--- config.mk ---
export PLATFORM = sky130hd
export DESIGN_NAME = christmas_light_seq_flat
export DESIGN_NICKNAME = d
export VERILOG_FILES = /design/src/rtl/christmas_pkg.sv /design/src/rtl/christmas_light_seq_if.sv /design/src/rtl/tick_divider.sv /design/src/rtl/christmas_light_seq.sv /design/src/flat_wrapper.sv
export SDC_FILE = /design/constraint.sdc
export NUM_CORES = 1
export LEC_CHECK = 0
export BUFFER_PORTS_ARGS = -buffer_cell sky130_fd_sc_hd__buf_2
export CAP_MARGIN = 40
export CELL_PAD_IN_SITES_DETAIL_PLACEMENT = 0
export CELL_PAD_IN_SITES_GLOBAL_PLACEMENT = 1
export CORE_UTILIZATION = 40
export CTS_CLUSTER_SIZE = 24
export DETAILED_ROUTE_END_ITERATION = 10
export GPL_ROUTABILITY_DRIVEN = 0
export PLACE_DENSITY = 0.67
export SYNTH_ARGS = -nofsm -noshare
export SYNTH_HDL_FRONTEND = slang
export SYNTH_SLANG_ARGS = --single-unit
--- constraint.sdc ---
create_clock -name CLOCK_50 -period 2.4 [get_ports CLOCK_50]
set_input_delay 0.24 -clock CLOCK_50 [delete_from_list [all_inputs] [get_ports CLOCK_50]]
set_output_delay 0.24 -clock CLOCK_50 [all_outputs]
set_load 0.03 [all_outputs]
--- src/rtl/christmas_pkg.sv ---
// Shared definitions for the LED pattern sequencer: mode codes and pattern helpers.
package christmas_pkg;

    localparam int MODE_W = 3;

    localparam logic [MODE_W-1:0] MODE_BLINK_G  = 3'd0;
    localparam logic [MODE_W-1:0] MODE_BLINK_R  = 3'd1;
    localparam logic [MODE_W-1:0] MODE_BLINK_RG = 3'd2;
    localparam logic [MODE_W-1:0] MODE_CHASE    = 3'd3;
    localparam logic [MODE_W-1:0] MODE_ALT      = 3'd4;

    // Even-bits mask (bit0, bit2, ...) for banks up to 64 LEDs; callers size-cast.
    function automatic logic [63:0] alt_init(input int n);
        logic [63:0] m;
        m = '0;
        for (int i = 0; i < 64; i += 2) begin
            if (i < n) m[i] = 1'b1;
        end
        return m;
    endfunction

endpackage

--- src/rtl/christmas_light_seq_if.sv ---
// Board-side pin bundle: pushbuttons in, LED banks and mode code out.
interface christmas_light_seq_if #(
    parameter int NUM_LEDS = 8
);
    logic [2:0]          KEY;
    logic [NUM_LEDS-1:0] LEDG;
    logic [NUM_LEDS-1:0] LEDR;
    logic [2:0]          MODE;

    modport master (output KEY, input LEDG, input LEDR, input MODE);
    modport slave  (input KEY, output LEDG, output LEDR, output MODE);
endinterface

--- src/rtl/tick_divider.sv ---
// Free-running prescaler: one-cycle tick every DIV enabled cycles, holds while disabled.
module tick_divider #(
    parameter int DIV = 25000000
) (
    input  logic CLOCK_50,
    input  logic RESET,
    input  logic en,
    input  logic clr,
    output logic tick
);
    localparam int CNT_W = $clog2(DIV);
    localparam logic [CNT_W-1:0] LAST = CNT_W'(DIV - 1);

    logic [CNT_W-1:0] count_q;

    assign tick = en & (count_q == LAST);

    always_ff @(posedge CLOCK_50 or posedge RESET) begin
        if (RESET) begin
            count_q <= '0;
        end else if (clr) begin
            count_q <= '0;
        end else if (en) begin
            count_q <= tick ? '0 : count_q + CNT_W'(1);
        end
    end
endmodule

--- src/rtl/christmas_light_seq.sv ---
// Multi-mode LED pattern sequencer: key sync/edge detect, mode FSM, pattern and output registers.
module christmas_light_seq
    import christmas_pkg::*;
#(
    parameter int NUM_LEDS       = 8,
    parameter int TICK_DIV       = 25000000,
    parameter int STEPS_PER_MODE = 6
) (
    input  logic                   CLOCK_50,
    input  logic                   RESET,
    christmas_light_seq_if.slave   bus
);
    localparam int STEP_W = $clog2(STEPS_PER_MODE + 1);
    localparam logic [STEP_W-1:0]   STEP_LAST = STEP_W'(STEPS_PER_MODE - 1);
    localparam logic [NUM_LEDS-1:0] ALT_INIT  = NUM_LEDS'(alt_init(NUM_LEDS));
    localparam logic [NUM_LEDS-1:0] CHASE_INIT = NUM_LEDS'(1);

    logic [2:0] key_s1_q, key_s2_q, key_prev_q;
    logic [2:0] key_pulse;

    // Per-button 2-FF synchroniser plus one history flop for falling-edge detection.
    for (genvar gi = 0; gi < 3; gi++) begin : g_key
        always_ff @(posedge CLOCK_50 or posedge RESET) begin
            if (RESET) begin
                key_s1_q[gi]   <= 1'b1;
                key_s2_q[gi]   <= 1'b1;
                key_prev_q[gi] <= 1'b1;
            end else begin
                key_s1_q[gi]   <= bus.KEY[gi];
                key_s2_q[gi]   <= key_s1_q[gi];
                key_prev_q[gi] <= key_s2_q[gi];
            end
        end
        assign key_pulse[gi] = key_prev_q[gi] & ~key_s2_q[gi];
    end

    logic [MODE_W-1:0]   mode_q;
    logic [NUM_LEDS-1:0] pat_q;
    logic [STEP_W-1:0]   step_q;
    logic                paused_q, auto_q;
    logic                tick, advance;
    logic [MODE_W-1:0]   succ_mode;
    logic [NUM_LEDS-1:0] entry_pat, stepped_pat;

    tick_divider #(.DIV(TICK_DIV)) u_tick_divider (
        .CLOCK_50 (CLOCK_50),
        .RESET    (RESET),
        .en       (~paused_q),
        .clr      (advance),
        .tick     (tick)
    );

    // A manual press and an auto-advance in the same cycle collapse into one advance.
    assign advance = key_pulse[0] | (tick & auto_q & (step_q == STEP_LAST));

    always_comb begin
        succ_mode = MODE_BLINK_R;
        case (mode_q)
            MODE_BLINK_G:  succ_mode = MODE_BLINK_R;
            MODE_BLINK_R:  succ_mode = MODE_BLINK_RG;
            MODE_BLINK_RG: succ_mode = MODE_CHASE;
            MODE_CHASE:    succ_mode = MODE_ALT;
            MODE_ALT:      succ_mode = MODE_BLINK_G;
            default:       succ_mode = MODE_BLINK_R;
        endcase
    end

    always_comb begin
        entry_pat = '0;
        case (succ_mode)
            MODE_CHASE: entry_pat = CHASE_INIT;
            MODE_ALT:   entry_pat = ALT_INIT;
            default:    entry_pat = '0;
        endcase
    end

    always_comb begin
        stepped_pat = ~pat_q;
        if (mode_q == MODE_CHASE) stepped_pat = {pat_q[NUM_LEDS-2:0], pat_q[NUM_LEDS-1]};
    end

    always_ff @(posedge CLOCK_50 or posedge RESET) begin
        if (RESET) begin
            mode_q   <= MODE_BLINK_G;
            pat_q    <= '0;
            step_q   <= '0;
            paused_q <= 1'b0;
            auto_q   <= 1'b1;
        end else begin
            if (key_pulse[1]) paused_q <= ~paused_q;
            if (key_pulse[2]) auto_q   <= ~auto_q;
            if (advance) begin
                mode_q <= succ_mode;
                pat_q  <= entry_pat;
                step_q <= '0;
            end else if (tick) begin
                pat_q  <= stepped_pat;
                step_q <= step_q + STEP_W'(1);
            end
        end
    end

    logic [NUM_LEDS-1:0] led_g_d, led_r_d;
    logic [NUM_LEDS-1:0] led_g_q, led_r_q;
    logic [MODE_W-1:0]   mode_out_q;

    // Unreachable codes 5-7 display like BLINK_G.
    always_comb begin
        led_g_d = pat_q;
        led_r_d = '0;
        case (mode_q)
            MODE_BLINK_R:  begin led_g_d = '0;    led_r_d = pat_q;  end
            MODE_BLINK_RG: begin led_g_d = pat_q; led_r_d = pat_q;  end
            MODE_ALT:      begin led_g_d = pat_q; led_r_d = ~pat_q; end
            default:       begin led_g_d = pat_q; led_r_d = '0;     end
        endcase
    end

    always_ff @(posedge CLOCK_50 or posedge RESET) begin
        if (RESET) begin
            led_g_q    <= '0;
            led_r_q    <= '0;
            mode_out_q <= MODE_BLINK_G;
        end else begin
            led_g_q    <= led_g_d;
            led_r_q    <= led_r_d;
            mode_out_q <= mode_q;
        end
    end

    assign bus.LEDG = led_g_q;
    assign bus.LEDR = led_r_q;
    assign bus.MODE = mode_out_q;
endmodule

--- src/flat_wrapper.sv ---
// flat-port wrapper written by rule: the top's interface ports become plain ports
module christmas_light_seq_flat import christmas_pkg::*;
#(
    parameter int NUM_LEDS       = 8,
    parameter int TICK_DIV       = 25000000,
    parameter int STEPS_PER_MODE = 6
)
  (CLOCK_50, RESET, bus_KEY, bus_LEDG, bus_LEDR, bus_MODE);
  christmas_light_seq_if #(.NUM_LEDS(NUM_LEDS)) bus_i ();
  input  logic CLOCK_50;
  input  logic RESET;
  input wire logic [$bits(bus_i.KEY)-1:0] bus_KEY;
  output wire logic [$bits(bus_i.LEDG)-1:0] bus_LEDG;
  output wire logic [$bits(bus_i.LEDR)-1:0] bus_LEDR;
  output wire logic [$bits(bus_i.MODE)-1:0] bus_MODE;
  assign bus_i.KEY = bus_KEY;
  assign bus_LEDG = bus_i.LEDG;
  assign bus_LEDR = bus_i.LEDR;
  assign bus_MODE = bus_i.MODE;
  christmas_light_seq #(.NUM_LEDS(NUM_LEDS), .TICK_DIV(TICK_DIV), .STEPS_PER_MODE(STEPS_PER_MODE)) u_core (.CLOCK_50(CLOCK_50), .RESET(RESET), .bus(bus_i));
endmodule
-- Word level (Yosys, flattened, before mapping)
Index checks and enable logic that the tools add are counted.
Widths: inputs -> output; s select.
- bits in registers: 69
- bits in latches: 0
- memory bits (writable): 0
- memory bits (read-only): 0
- output and inout bits: 19
- logic and storage cells: 56
- memories: 0
- add/sub/neg operators: 2
- multipliers: 0
- div/mod/pow operators: 0
- $lt $le $gt $ge: 0
- eq/ne operators: 9
- shift-type cells: 0
- muxes and demuxes: 12
- bitwise operators: 13
- reduce and logical (&&, ||, !) cells: 2
- operator list (operator ; number):
    $mux 25 ; 3
    $mux 8 ; 4
    $add 25x1->25 const B ; 1
    $eq 25x25->1 const B ; 1
    $pmux 8 s2 ; 1
    $pmux 7 s2 ; 1
    $pmux 3 s4 ; 1
    $eq 3x2->1 const B ; 3
    $eq 3x3->1 const B ; 3
    $not 8->8 ; 1
    $and 1x1->1 ; 6
    $mux 3 ; 2
    $not 1->1 ; 5
    $add 3x1->3 const B ; 1
    $eq 3x1->1 const B ; 1
    $ne 2x2->1 const B ; 1
    $reduce_bool 2->1 ; 1
    $reduce_or 2->1 ; 1
    $or 1x1->1 ; 1

-- Longest topological paths before layout
- depth in word-level cells: 6
- gate-level depth with buffers: 8
- gate-level depth less buffers: 7

-- Cells and area by module
Synthesis repeated with hierarchy kept, for this count alone.
- cell total of the unflattened synthesis: 282
- area, all modules: 3044.2 sq um
- modules (own cells, without submodules) (module ; times used ; cells each ; area each (sq um) ; seq. area each (sq um)):
    christmas_light_seq ; 1 ; 143 ; 1699.1 ; 1113.6
    tick_divider ; 1 ; 139 ; 1345.0 ; 625.6

-- Worst setup path after synthesis
No wires, ideal clock.
- path type: reg-to-reg
- start point: register u_core.u_tick_divider.count_q[0]
- end point: register u_core.pat_q[0]
- setup time: 140 ps
- arrival: 1893 ps
- required time: 2260 ps
- path slack: 367 ps
- stages on the path, launching flop included: 8
- period minus slack after synthesis: 2033 ps
- cells stage by stage: dfrtp_1 > ha_1 > nor2b_1 > nand3_2 > nor4_4 > buf_6 > mux2i_1 > o32ai_1
- cells in the longest elaborated chain, start to end: 6
- ends and longest elaborated chain (what ; line ; RTL):
    from (decl) ; tick_divider.sv:14 ; logic [CNT_W-1:0] count_q;
    from (signal assigned) ; tick_divider.sv:24 ; count_q <= tick ? '0 : count_q + CNT_W'(1);
    $eq 25x25->1 (*) ; tick_divider.sv:16 ; assign tick = en & (count_q == LAST);
    $and 1x1->1 (*) ; tick_divider.sv:16 ;
    $and 1x1->1 (2 in series) ; christmas_light_seq.sv:54 ; assign advance = key_pulse[0] | (tick & auto_q & (step_q == STEP_LAST));
    $or 1x1->1 ; christmas_light_seq.sv:54 ;
    $mux 8 or $reduce_bool 2->1 (tied branches) ; - ;
    to (signal assigned) ; christmas_light_seq.sv:94 ; pat_q <= entry_pat;
    to (signal assigned) ; christmas_light_seq.sv:97 ; pat_q <= stepped_pat;
    to (decl) ; christmas_light_seq.sv:38 ; logic [NUM_LEDS-1:0] pat_q;
Mark *: on every way between the ends. The rest lies on a longest branch, timed or not.
A chain may end at the register's enable or synchronous reset.

-- Worst setup path after layout
- start point: register u_core.u_tick_divider.count_q[0]
- end point: register u_core.u_tick_divider.count_q[16]
- cells in the longest elaborated chain, start to end: 6
- ends and longest elaborated chain (what):
    branches (longest 6 deep; another with $add 25x1->25)
Several ways; the timed one is not identified. The select of a mux whose other input is x is not followed.

==> impl_metrics.py <==
metrics = {
    "place": {
        "detailedPlace.worstSlack_ps": 213.6,
        "hpwlAfterDp_um": 5014,
        "portBuffers": 23,
        "place_area_mm2": 0.003568,
    },
    "die": {
        "die_x_um": 92.55,
        "ios": 24,
        "core_mm2": 0.007848,
        "row_count": 32,
        "die_y_um": 92.55,
        "start_util_pct": 41.79,
        "design.die.area_mm2": 0.008565,
    },
    "yosys": {
        "netlist_top_cells_count": "dfrtp_1, nand2_1, a21oi_1",
        "netlist_instances": 331,
        "synth_flop_cell": "dfrtp_1",
        "async_reset_ff_share_pct": 100.0,
        "synth_area_per_cell_um2": 9.908,
        "synth_top_area_share_pct": 45.02,
        "yosys_warnings": 0,
        "yosysMostFrequentCell": "dfrtp_1",
        "ys_ff_latch": 69,
        "yosys.area.top_type": "dfrtp_1",
        "synth_edf_count": 0,
        "synthesis.area_mm2": 0.003279,
        "synth_area_leaders": "dfrtp_1, dfstp_2, nand2_1, a21oi_1, or3_1",
        "ys_seq_area_share_pct": 53.03,
        "synth_cell_types": 52,
        "syn_nets": 339,
    },
    "sta": {
        "fmax_mhz": 472.0,
        "worst_slew_pin_slew_ps": 741.7,
        "fin_crit_sh_pct": 88.29,
        "tns_ps": 0,
        "fin_hold_ws_ps": 357.3,
        "skew_ps": 7.476,
        "layout_setup_ws_ps": 281.2,
        "max_slew_margin_pct": 50.56,
        "hold_violations": 0,
        "period_minus_slack_ps": 2119,
        "setup_viol": 0,
        "rsz0062_at_grt": "no",
        "slew_violations": 0,
    },
    "pwr": {
        "power_density_mw_per_mm2": 960.9,
        "irDropWorstVdd_mv": 0.3686,
        "switchingPower_w": 0.001281,
        "swShare_pct": 34.45,
        "p_comb_share_pct": 26.2,
        "power.internal_w": 0.002437,
        "clkPwrFrac_pct": 32.8,
        "p_seq_share_pct": 41.0,
        "leakage_nw": 1.662,
    },
    "worst_setup_path": {
        "crit_path_max_incr_delay_ps": 590,
        "crit_required_ps": 2620,
        "cp-start-kind": "flop",
        "timing.critical_path.arrival_ps": 2340,
        "critPathCaptureType": "flop",
        "cp_cell_sequence": "ha_1 -> nor2b_1 -> nand3_2 -> or4_4 -> a211oi_1 -> a211oi_1",
        "path_common_cell": "a211oi_1",
        "timing.reg2reg.worst_path_depth": 6,
        "crit_type": "reg -> reg",
        "crit_slowest_cell": "or4_4",
        "path_max_fanout": 8,
    },
    "layout": {
        "drive_gt1_share_pct": 20.64,
        "final_area_mm2": 0.003869,
        "syn2layout_area_growth_pct": 17.97,
        "layout.nets": 376,
        "antenna-diode-count": 0,
        "finish.utilization_pct": 49.30,
    },
    "route": {
        "ant_nets": 0,
        "route.detailed.drc": 0,
        "drt_first_pass_iters": 5,
        "num_vias": 2667,
        "drt_iter0_markers": 167,
        "via_per_inst": 5.615,
        "wl_um": 7605,
        "wl_per_cell_um": 16.01,
    },
    "global_routing": {
        "grt_pass1_vias": 2536,
        "grt_first_pass_wirelength_um": 12830,
        "track_usage_pct": 19.69,
        "overflow": 0,
        "grt_max_degree": 51,
        "grt_antenna_before_repair": 0,
    },
    "run": {
        "drv_cap": 0,
    },
    "cts": {
        "clockBufferDepth": 2,
        "clk_pin_slew_ps": 80,
        "postCtsSetupBuffers": 0,
        "cts_max_level": 3,
        "cts_tree": "built",
        "root_buffer": "clkbuf_8",
        "worstSkewPairLatency_ps": 350,
        "clock_sinks": 69,
        "numCtsBuffers": 9,
    },
    "min_path": {
        "holdPathStages": 0,
        "min_path_type": "reg -> reg",
    },
    "run_status": {
        "outcome": "finished, final reports clean",
    },
}
flip-flops by register name (all words and copies together), names as in the netlist:
register,flops
u_core.auto_q,1
u_core.bus.LEDG,8
u_core.bus.LEDR,8
u_core.bus.MODE,3
u_core.key_prev_q,3
u_core.key_s1_q,3
u_core.key_s2_q,3
u_core.mode_q,3
u_core.pat_q,8
u_core.paused_q,1
u_core.step_q,3
u_core.u_tick_divider.count_q,25
per-stage QoR:
step	instances	power (W)
final	475	0.003717
after global routing	475	0.003939
after CTS	475	0.003755
after detailed placement	455	0.002528
after global placement	455	0.002505
after floorplan	331	0.002197
routing by layer:
| metal | up-vias | share of wire, % | GRT usage (%) |
|---|---|---|---|
| met1 | 1311 | 46 | 25.44 |
| met3 | 9 | 4.1 | 4.105 |
| met5 | - | 0 | 0 |
| met4 | 0 | 1.5 | 9.115 |
| met2 | 67 | 49 | 31.60 |
| li1 | 1280 | - | - |
power groups by stage:
stage	sequential, W	combinational (W)	clock (W)
after CTS	0.00152	0.000988	0.00124
after global routing	0.00156	0.00109	0.00129
after floorplan	0.00171	0.000484	0
after detailed placement	0.00155	0.000982	0
final	0.00152	0.000975	0.00122
after global placement	0.00154	0.000968	0
area by class of cell:
type	instances	area, um2
clock buffer	11	151.4
clock inverter	5	106.4
fill	756	3979
inverter	7	26.28
multi-input combinational	240	1445
sequential	69	1739
tap	102	127.6
timing repair buffer	41	272.8
worst max-delay path: cells and delay by family (launching register included):
family | cells | cell delay (ps)
AND/OR/NAND/NOR | 3 | 1080
AO/OA/AOI/OAI | 2 | 320
adder cells (fa/ha/maj) | 1 | 180
flip-flops | 1 | 420
layout by cell type (no fill, tap or decap), drive strengths merged, types with 5 or more instances in the layout:
master and instances:
a21oi 23, and3 6, buf 37, clkbuf 11, dfrtp 59, dfstp 10, inv 7, mux2i 7
nand2 42, nand3 18, nand4 8, nor2 17, nor2b 12, nor3 6, nor4 5, o21ai 16
o22ai 12, or3 14
cell families (layout without fill, tap and decap cells):
group,after synthesis,in the layout,synth area share [%]
AND/OR/NAND/NOR,149,149,24.80
AO/OA/AOI/OAI,76,76,14.50
flip-flops,69,69,53.03
buffers and inverters,22,64,3.052
multiplexers,7,7,2.137
XOR/XNOR,5,5,1.336
adder cells (fa/ha/maj),3,3,1.145
final timing paths:
check / from / endpoint / slack, ps
max: u_core.u_tick_divider.count_q[0] / u_core.u_tick_divider.count_q[16] / 280
min: u_core.key_s1_q[2] / u_core.key_s2_q[2] / 360
max reg2reg: u_core.u_tick_divider.count_q[0] / u_core.u_tick_divider.count_q[16] / 280
min reg2reg: u_core.key_s1_q[2] / u_core.key_s2_q[2] / 360
max in group asynchronous: RESET / u_core.key_prev_q[1] / 1260
min in group asynchronous: RESET / u_core.u_tick_divider.count_q[16] / 460
what timing repair did:
item,in CTS,in global routing
endpoints found under the setup margin,0,2
endpoints found under the hold margin,19,0
hold buffers,4,0
resized for setup,0,1
Note: power is estimated with default switching activity, not from simulation.
